File: src/rtl/seq_frame_tx_if.sv
// seq_frame_tx_if: payload handshake between a parallel producer and seq_frame_tx.
interface seq_frame_tx_if #(parameter int DATA_W = 8) ();
  logic              tx_valid;
  logic              tx_ready;
  logic [DATA_W-1:0] tx_data;
  modport master (output tx_valid, output tx_data, input tx_ready);
  modport slave (input tx_valid, input tx_data, output tx_ready);
endinterface

File: src/rtl/seq_frame_tx.sv
// seq_frame_tx: shifts out PATTERN then the payload MSB first; define SEQ_TX_PARITY_EN for a trailing even-parity bit.
module seq_frame_tx #(
  parameter int               DATA_W  = 8,
  parameter int               PAT_W   = 4,
  parameter logic [PAT_W-1:0] PATTERN = PAT_W'(4'b1010),
  parameter int               GAP     = 0
) (
  input  logic          clk,
  input  logic          rst,
  seq_frame_tx_if.slave tx,
  output logic          dout,
  output logic          dout_en,
  output logic          busy,
  output logic          frame_done
);
`ifdef SEQ_TX_PARITY_EN
  localparam int FW = PAT_W + DATA_W + 1;
  typedef enum logic [2:0] {S_IDLE, S_SYNC, S_DATA, S_PAR, S_GAP} state_e;
`else
  localparam int FW = PAT_W + DATA_W;
  typedef enum logic [2:0] {S_IDLE, S_SYNC, S_DATA, S_GAP} state_e;
`endif
  localparam logic [5:0] PAT_L = 6'(PAT_W - 1);
  localparam logic [5:0] DAT_L = 6'(DATA_W - 1);
  localparam logic [5:0] GAP_L = 6'(GAP - 1);
  state_e        state_q, state_d, tail;
  logic [5:0]    cnt_q, cnt_d;
  logic [FW-1:0] fr_q, fr_d, load;
  logic          en_d, done_d;
  assign tx.tx_ready = state_q == S_IDLE && !rst;
  assign tail = GAP > 0 ? S_GAP : S_IDLE;
  // The whole frame is loaded at handshake so one shifter serves sync, data and parity.
`ifdef SEQ_TX_PARITY_EN
  assign load   = {PATTERN, tx.tx_data, ^tx.tx_data};
  assign en_d   = state_d inside {S_SYNC, S_DATA, S_PAR};
  assign done_d = state_d == S_PAR;
`else
  assign load   = {PATTERN, tx.tx_data};
  assign en_d   = state_d inside {S_SYNC, S_DATA};
  assign done_d = state_d == S_DATA && cnt_d == DAT_L;
`endif
  always_comb begin
    state_d = state_q;
    cnt_d   = cnt_q + 6'd1;
    fr_d    = fr_q << 1;
    case (state_q)
      S_IDLE: begin
        cnt_d   = '0;
        fr_d    = tx.tx_valid ? load : '0;
        state_d = tx.tx_valid ? S_SYNC : S_IDLE;
      end
      S_SYNC: if (cnt_q == PAT_L) begin
        state_d = S_DATA;
        cnt_d   = '0;
      end
      S_DATA: if (cnt_q == DAT_L) begin
`ifdef SEQ_TX_PARITY_EN
        state_d = S_PAR;
`else
        state_d = tail;
`endif
        cnt_d   = '0;
      end
`ifdef SEQ_TX_PARITY_EN
      S_PAR: begin
        state_d = tail;
        cnt_d   = '0;
      end
`endif
      S_GAP: if (cnt_q == GAP_L) begin
        state_d = S_IDLE;
        cnt_d   = '0;
      end
      default: begin
        state_d = S_IDLE;
        cnt_d   = '0;
      end
    endcase
  end
  // Outputs are registered from next-state so the first sync bit appears the cycle after handshake.
  always_ff @(posedge clk) begin
    if (rst) begin
      state_q    <= S_IDLE;
      cnt_q      <= '0;
      fr_q       <= '0;
      dout       <= 1'b0;
      dout_en    <= 1'b0;
      busy       <= 1'b0;
      frame_done <= 1'b0;
    end else begin
      state_q    <= state_d;
      cnt_q      <= cnt_d;
      fr_q       <= fr_d;
      dout       <= en_d & fr_d[FW-1];
      dout_en    <= en_d;
      busy       <= state_d != S_IDLE;
      frame_done <= done_d;
    end
  end
endmodule

File: src/flat_wrapper.sv
// flat-port wrapper written by rule: the top's interface ports become plain ports
module seq_frame_tx_flat 
#(
  parameter int               DATA_W  = 8,
  parameter int               PAT_W   = 4,
  parameter logic [PAT_W-1:0] PATTERN = PAT_W'(4'b1010),
  parameter int               GAP     = 0
)
  (clk, rst, dout, dout_en, busy, frame_done, tx_tx_valid, tx_tx_data, tx_tx_ready);
  seq_frame_tx_if #(.DATA_W(DATA_W)) tx_i ();
  input  logic clk;
  input  logic rst;
  output logic dout;
  output logic dout_en;
  output logic busy;
  output logic frame_done;
  input wire logic [$bits(tx_i.tx_valid)-1:0] tx_tx_valid;
  input wire logic [$bits(tx_i.tx_data)-1:0] tx_tx_data;
  output wire logic [$bits(tx_i.tx_ready)-1:0] tx_tx_ready;
  assign tx_i.tx_valid = tx_tx_valid;
  assign tx_i.tx_data = tx_tx_data;
  assign tx_tx_ready = tx_i.tx_ready;
  seq_frame_tx #(.DATA_W(DATA_W), .PAT_W(PAT_W), .PATTERN(PATTERN), .GAP(GAP)) u_core (.clk(clk), .rst(rst), .tx(tx_i), .dout(dout), .dout_en(dout_en), .busy(busy), .frame_done(frame_done));
endmodule
File: config.mk
export PLATFORM = sky130hd
export DESIGN_NAME = seq_frame_tx_flat
export DESIGN_NICKNAME = d
export VERILOG_FILES = /design/src/rtl/seq_frame_tx_if.sv /design/src/rtl/seq_frame_tx.sv /design/src/flat_wrapper.sv
export SDC_FILE = /design/constraint.sdc
export NUM_CORES = 1
export LEC_CHECK = 0
export BUFFER_PORTS_ARGS = -buffer_cell sky130_fd_sc_hd__buf_4
export CAP_MARGIN = 10
export CORE_UTILIZATION = 53
export CTS_BUF_LIST = sky130_fd_sc_hd__clkbuf_8 sky130_fd_sc_hd__clkbuf_16
export CTS_CLUSTER_DIAMETER = 60
export DETAILED_ROUTE_END_ITERATION = 7
export PLACE_DENSITY_LB_ADDON = 0.3
export SYNTH_ARGS = -nofsm -noshare
export SYNTH_HDL_FRONTEND = slang
export SYNTH_SLANG_ARGS = --single-unit
File: constraint.sdc
create_clock -name clk -period 1.7 [get_ports clk]
set_clock_uncertainty 0.1 [all_clocks]
set_input_delay 0.255 -clock clk [delete_from_list [all_inputs] [get_ports clk]]
set_output_delay 0.255 -clock clk [all_outputs]
set_load 0.02 [all_outputs]
* Word level (Yosys, flattened, before mapping)
Cells that the tools add are included.
** Word-level totals
- Register bits :: 24
- Input port bits :: 11
- Word-level logic and storage cells :: 39
** Operators by class
- Add/sub/neg operators :: 1
- Equality and inequality tests :: 9
- Mux-type cells :: 11
- Bitwise gates (word level) :: 3
- Reduce and logical (&&, ||, !) cells :: 7
** Operators with widths (count)
- 12-bit two-way mux :: 2
- 6-bit two-way mux :: 3
- 6-bit case mux with 3 select lines :: 1
- 6-bit by 3-bit equality test with 1-bit output (second input constant) :: 2
- 3-bit case mux with 4 select lines :: 1
- 3-bit by 2-bit equality test with 1-bit output (second input constant) :: 3
- 3-bit two-way mux :: 3
- 6-bit by 1-bit adder with 6-bit output (second input constant) :: 1
- 3-bit by 1-bit equality test with 1-bit output (second input constant) :: 2
- 6-bit by 2-bit equality test with 1-bit output (second input constant) :: 1
- 6-bit equality test (second input constant) :: 1
- 3-bit logical NOT :: 1
- 3-bit nonzero test :: 1
- 3-bit OR reduction :: 1
- 1-bit logical AND :: 2
- 1-bit NOT :: 2
- 2-bit nonzero test :: 1
- 1-bit AND :: 1
- 1-bit logical NOT :: 1
- 1-bit two-way mux :: 1

* Logic depth before layout (Yosys ltp)
- Depth in word-level cells :: 6
- Gate-level depth with buffers :: 6
- Gate-level depth less buffers :: 5

* Least setup slack after synthesis
Ideal clock, no wire load.
- Path kind :: flip-flop to flip-flop
- Start :: register u_core.state_q[2]
- End :: register u_core.fr_q[1]
- Library setup time :: 0.059 ns
- Arrival :: 1.390 ns
- Data required time :: 1.541 ns
- Slack :: 0.151 ns
- Stages on the path, launching flop included :: 7
- Path buffers :: 2
- Cell sequence :: dfxtp_1 > or2_1 > buf_6 > nor3_2 > and2_1 > buf_4 > a22o_1
** Between the ends
- Longest elaborated chain between the ends :: 2
** RTL lines
- start: declaration :: line seq_frame_tx.sv:26 : state_e state_q, state_d, tail;
- start signal: assignment :: line seq_frame_tx.sv:91 : state_q <= state_d;
- 3-bit logical NOT :: line seq_frame_tx.sv:46 : case (state_q)
- 12-bit two-way mux :: line seq_frame_tx.sv:46
- end signal: assignment :: line seq_frame_tx.sv:93 : fr_q <= fr_d;
- end: declaration :: line seq_frame_tx.sv:28 : logic [FW-1:0] fr_q, fr_d, load;
Every way passes these cells.
A chain may end at the register's enable or synchronous reset.

* Worst setup path in the final report
- Start :: register u_core.state_q[2]
- End :: output tx_tx_ready
** Between the ends
- Longest elaborated chain between the ends :: 2
** RTL lines
- 3-bit logical NOT :: line seq_frame_tx.sv:30 : assign tx.tx_ready = state_q == S_IDLE && !rst;
- 1-bit logical AND :: line seq_frame_tx.sv:30
- end: declaration :: line flat_wrapper.sv:19 : output wire logic [$bits(tx_i.tx_ready)-1:0] tx_tx_ready;
Every way passes these cells.

==> impl_metrics.csv <==
group,metric,value,unit
route,dr.pass1.iters,4,
global_routing,grt_max_degree,14,
hold_path,hp-class,"input port to flip-flop",
critical_path,slowest_stage,"dfxtp_1",
critical_path,worstRegToRegCells,5,
critical_path,crit_chain,"or2_4 -> nor3_4 -> buf_4",
critical_path,cp-start-kind,"flip-flop",
clock_tree,cts_buffer_depth,2,
die,start_util,60.0,%
route,drt-initial-drc-count,29,
route,wire_per_inst,13.3,um
critical_path,critical_path.startpoint,"u_core.state_q[2]$_SDFF_PP0_",
global_routing,use_met1,27.2,%
logic_synthesis,yosysTopAreaCellShare,50.2,%
placement,place_hpwl,1260,um
layout,final_cell_mix,"24 x dfxtp_1, 17 x buf_4, 13 x nor2_1",
global_routing,grt_pass1_vias,686,
timing,final_hold_viol_count,0,
layout,final-seq-area,480,sq um
power_and_ir_drop,power_density,916,mW/mm^2
layout,nets,126,
logic_synthesis,syn_inst,100,
clock_tree,cts_buffers,3,
timing,max_freq,0.603,GHz
critical_path,r2r_start,"u_core.cnt_q[0]$_SDFF_PP0_",
logic_synthesis,async_reset_ff_share,0,%
route,wirelength,1820,um
timing,fin_ws,0.0426,ns
logic_synthesis,syn-cell-area,957,sq um
power_and_ir_drop,leakage,0.000460,uW
global_routing,use_met2,32.9,%
hold_path,min_path_cells,2,
power_and_ir_drop,p_int,821,uW
run_status,status,"finished, final reports clean",
die,fp.dieH,44.5,um
critical_path,endpoint_kind,"primary output",
die,pin_count,16,
power_and_ir_drop,pwr-share-comb,6.8,%
layout,area_growth,18.3,%
layout,utilization,71.0,%
layout,layout-drive-gt1-share,22.1,%
logic_synthesis,synth_fp_nets,112,
timing,final-setup-viol-count,0,
clock_tree,clk_pin_slew,0.08,ns
logic_synthesis,seq_area_frac_synth,50.2,%
layout,multi_input_comb_area,435,sq um
route,vias_per_cell,5.41,
die,die_x,44.5,um
power_and_ir_drop,seqPwrFrac,56.5,%
placement,gp_congestion,0.830,
placement,preCtsSetupSlack,0.155,ns
hold_path,hp-start,"tx_tx_data[4]",
logic_synthesis,yosys-top-cells-area,"dfxtp_1 50%, a22o_1 6.4%, nor2_1 5.1%",
route,drc,0,
clock_tree,clock-root-buffer,"clkbuf_8",
placement,dpl_cell_area,0.00107,sq mm
layout,fillerInstances,117,
clock_tree,clock_latency,0.26,ns
global_routing,grt_pass1_wl,3000,um
clock_tree,htreeDepth,1,
logic_synthesis,synth_edf_count,0,
critical_path,slowest_delay,0.35,ns
logic_synthesis,avgSynthCellArea,9.57,sq um
clock_tree,cts_sinks,24,
logic_synthesis,synth-seq-cells,24,
placement,portBuffers,15,
critical_path,worstPathArrival,1.30,ns
power_and_ir_drop,p_sw_share,20.9,%
die,rows,14,
route,vias,741,
global_routing,antenna_found_initial,0,
clock_tree,postCtsSetupBuffers,0,
layout,n_antenna_cell,0,
critical_path,worstPathRequired,1.34,ns
logic_synthesis,yosysWarningCount,0,
power_and_ir_drop,power_frac_clock,36.7,%
global_routing,grt-busiest-layer,"met2",
die,core_area,0.00159,sq mm
power_and_ir_drop,switchingPower,217,uW
route,drtAntennaViolNets,0,
layout,finish.instance_area,0.00113,sq mm
timing,drv_slew,0,
global_routing,grt_use_met3,4.08,%
die,die_area,0.00198,sq mm
logic_synthesis,ys.flop_type,"dfxtp_1",
power_and_ir_drop,ir_worst_vdd,0.000521,V
critical_path,ff2ff_setup_slack,0.09,ns
critical_path,critPathMaxFanout,8,
global_routing,track_usage,21.1,%
layout,layout_commonest_cell,"dfxtp_1",
logic_synthesis,ys_types,40,
logic_synthesis,synth.largest_area_cell,"dfxtp_1",
global_routing,overflow,0,
critical_path,timing.setup.critical_path_class,"flip-flop to primary output",
clock_tree,cts_tree,"yes",
timing,finalCritPeriodShare,97.5,%
timing,period_minus_slack,1.66,ns
flow_run,drv_cap,0,
## power by group through the flow
stage          combinational [uW]  sequential [uW]  clock, uW
3_5_place_dp                 67.2              599          0
5_1_grt                      77.6              588        408
3_3_place_gp                 65.4              598          0
6_report                     70.8              586        380
2_1_floorplan                39.6              598          0
4_1_cts                      67.5              586        389
## worst max-delay path: cells and delay by family, from the launching register on
kind | cells | cell delay (ns)
flip-flops | 1 | 0.35
buffers and inverters | 1 | 0.17
AND/OR/NAND/NOR | 2 | 0.52
## worst paths after layout
kind	endpoint
max	tx_tx_ready
min	u_core.fr_q[4]$_SDFF_PP0_
max reg2reg	u_core.busy$_SDFF_PP0_
min reg2reg	u_core.fr_q[8]$_SDFF_PP0_
## per-layer routing
| layer | part of all wire, % | vias to the layer above | routed length, um |
|---|---|---|---|
| li1 | - | 375 | - |
| met1 | 47 | 343 | 856 |
| met2 | 48 | 19 | 868 |
| met3 | 3.7 | 4 | 67 |
| met4 | 1.5 | 0 | 28 |
| met5 | 0 | - | 0 |
## synthesized netlist by cell type (all sizes together) (2+ instances only)
cell and number:
buf 6, nand3 3, clkbuf 2, nor3 5, a22o 7, nand2 2, o21ai 4, and2 4
nand4 2, xor2 2, nor2 14, a21oi 3, dfxtp 24
## through the flow
stage | hold slack [ns] | TNS [ns] | std cells | total power, uW
after floorplan | 0.281 | 0 | 100 | 637
after global placement | 0.307 | 0 | 133 | 663
after detailed placement | 0.318 | 0 | 133 | 666
after CTS | 0.0861 | 0 | 137 | 1040
after global routing | 0.0945 | -0.00303 | 137 | 1070
final | 0.0920 | 0 | 137 | 1040
## area by class of cell
| class | count | area share [%] |
|---|---|---|
| sequential | 24 | 42.4 |
| multi-input combinational | 67 | 38.5 |
| timing repair buffer | 17 | 11.3 |
| clock buffer | 4 | 4.86 |
| tap | 24 | 2.65 |
| inverter | 1 | 0.331 |
## kinds of logic (layout without fill, tap and decap cells)
| logic type | after synthesis | after routing | share of synthesized area [%] |
|---|---|---|---|
| other cells | 1 | 1 | 0.392 |
| mux | 1 | 1 | 1.05 |
| compound gates | 23 | 23 | 17.5 |
| flops | 24 | 24 | 50.2 |
| fa+ha+maj | 1 | 1 | 1.31 |
| xor+xnor | 3 | 3 | 2.75 |
| simple gates | 38 | 38 | 21.6 |
| buf+inv | 9 | 22 | 5.23 |
## what timing repair did
item,CTS,global route
hold buffers,0,0
resized for setup,0,2
endpoints found under the setup margin,0,1
## sequential cells by signal, summed over array words and instances, names as in the netlist
| name | count |
|---|---|
| u_core.frame_done | 1 |
| u_core.cnt_q | 6 |
| u_core.state_q | 3 |
| u_core.dout | 1 |
| u_core.busy | 1 |
| u_core.dout_en | 1 |
| u_core.fr_q | 11 |
Note: power is estimated with default switching activity, not from simulation.
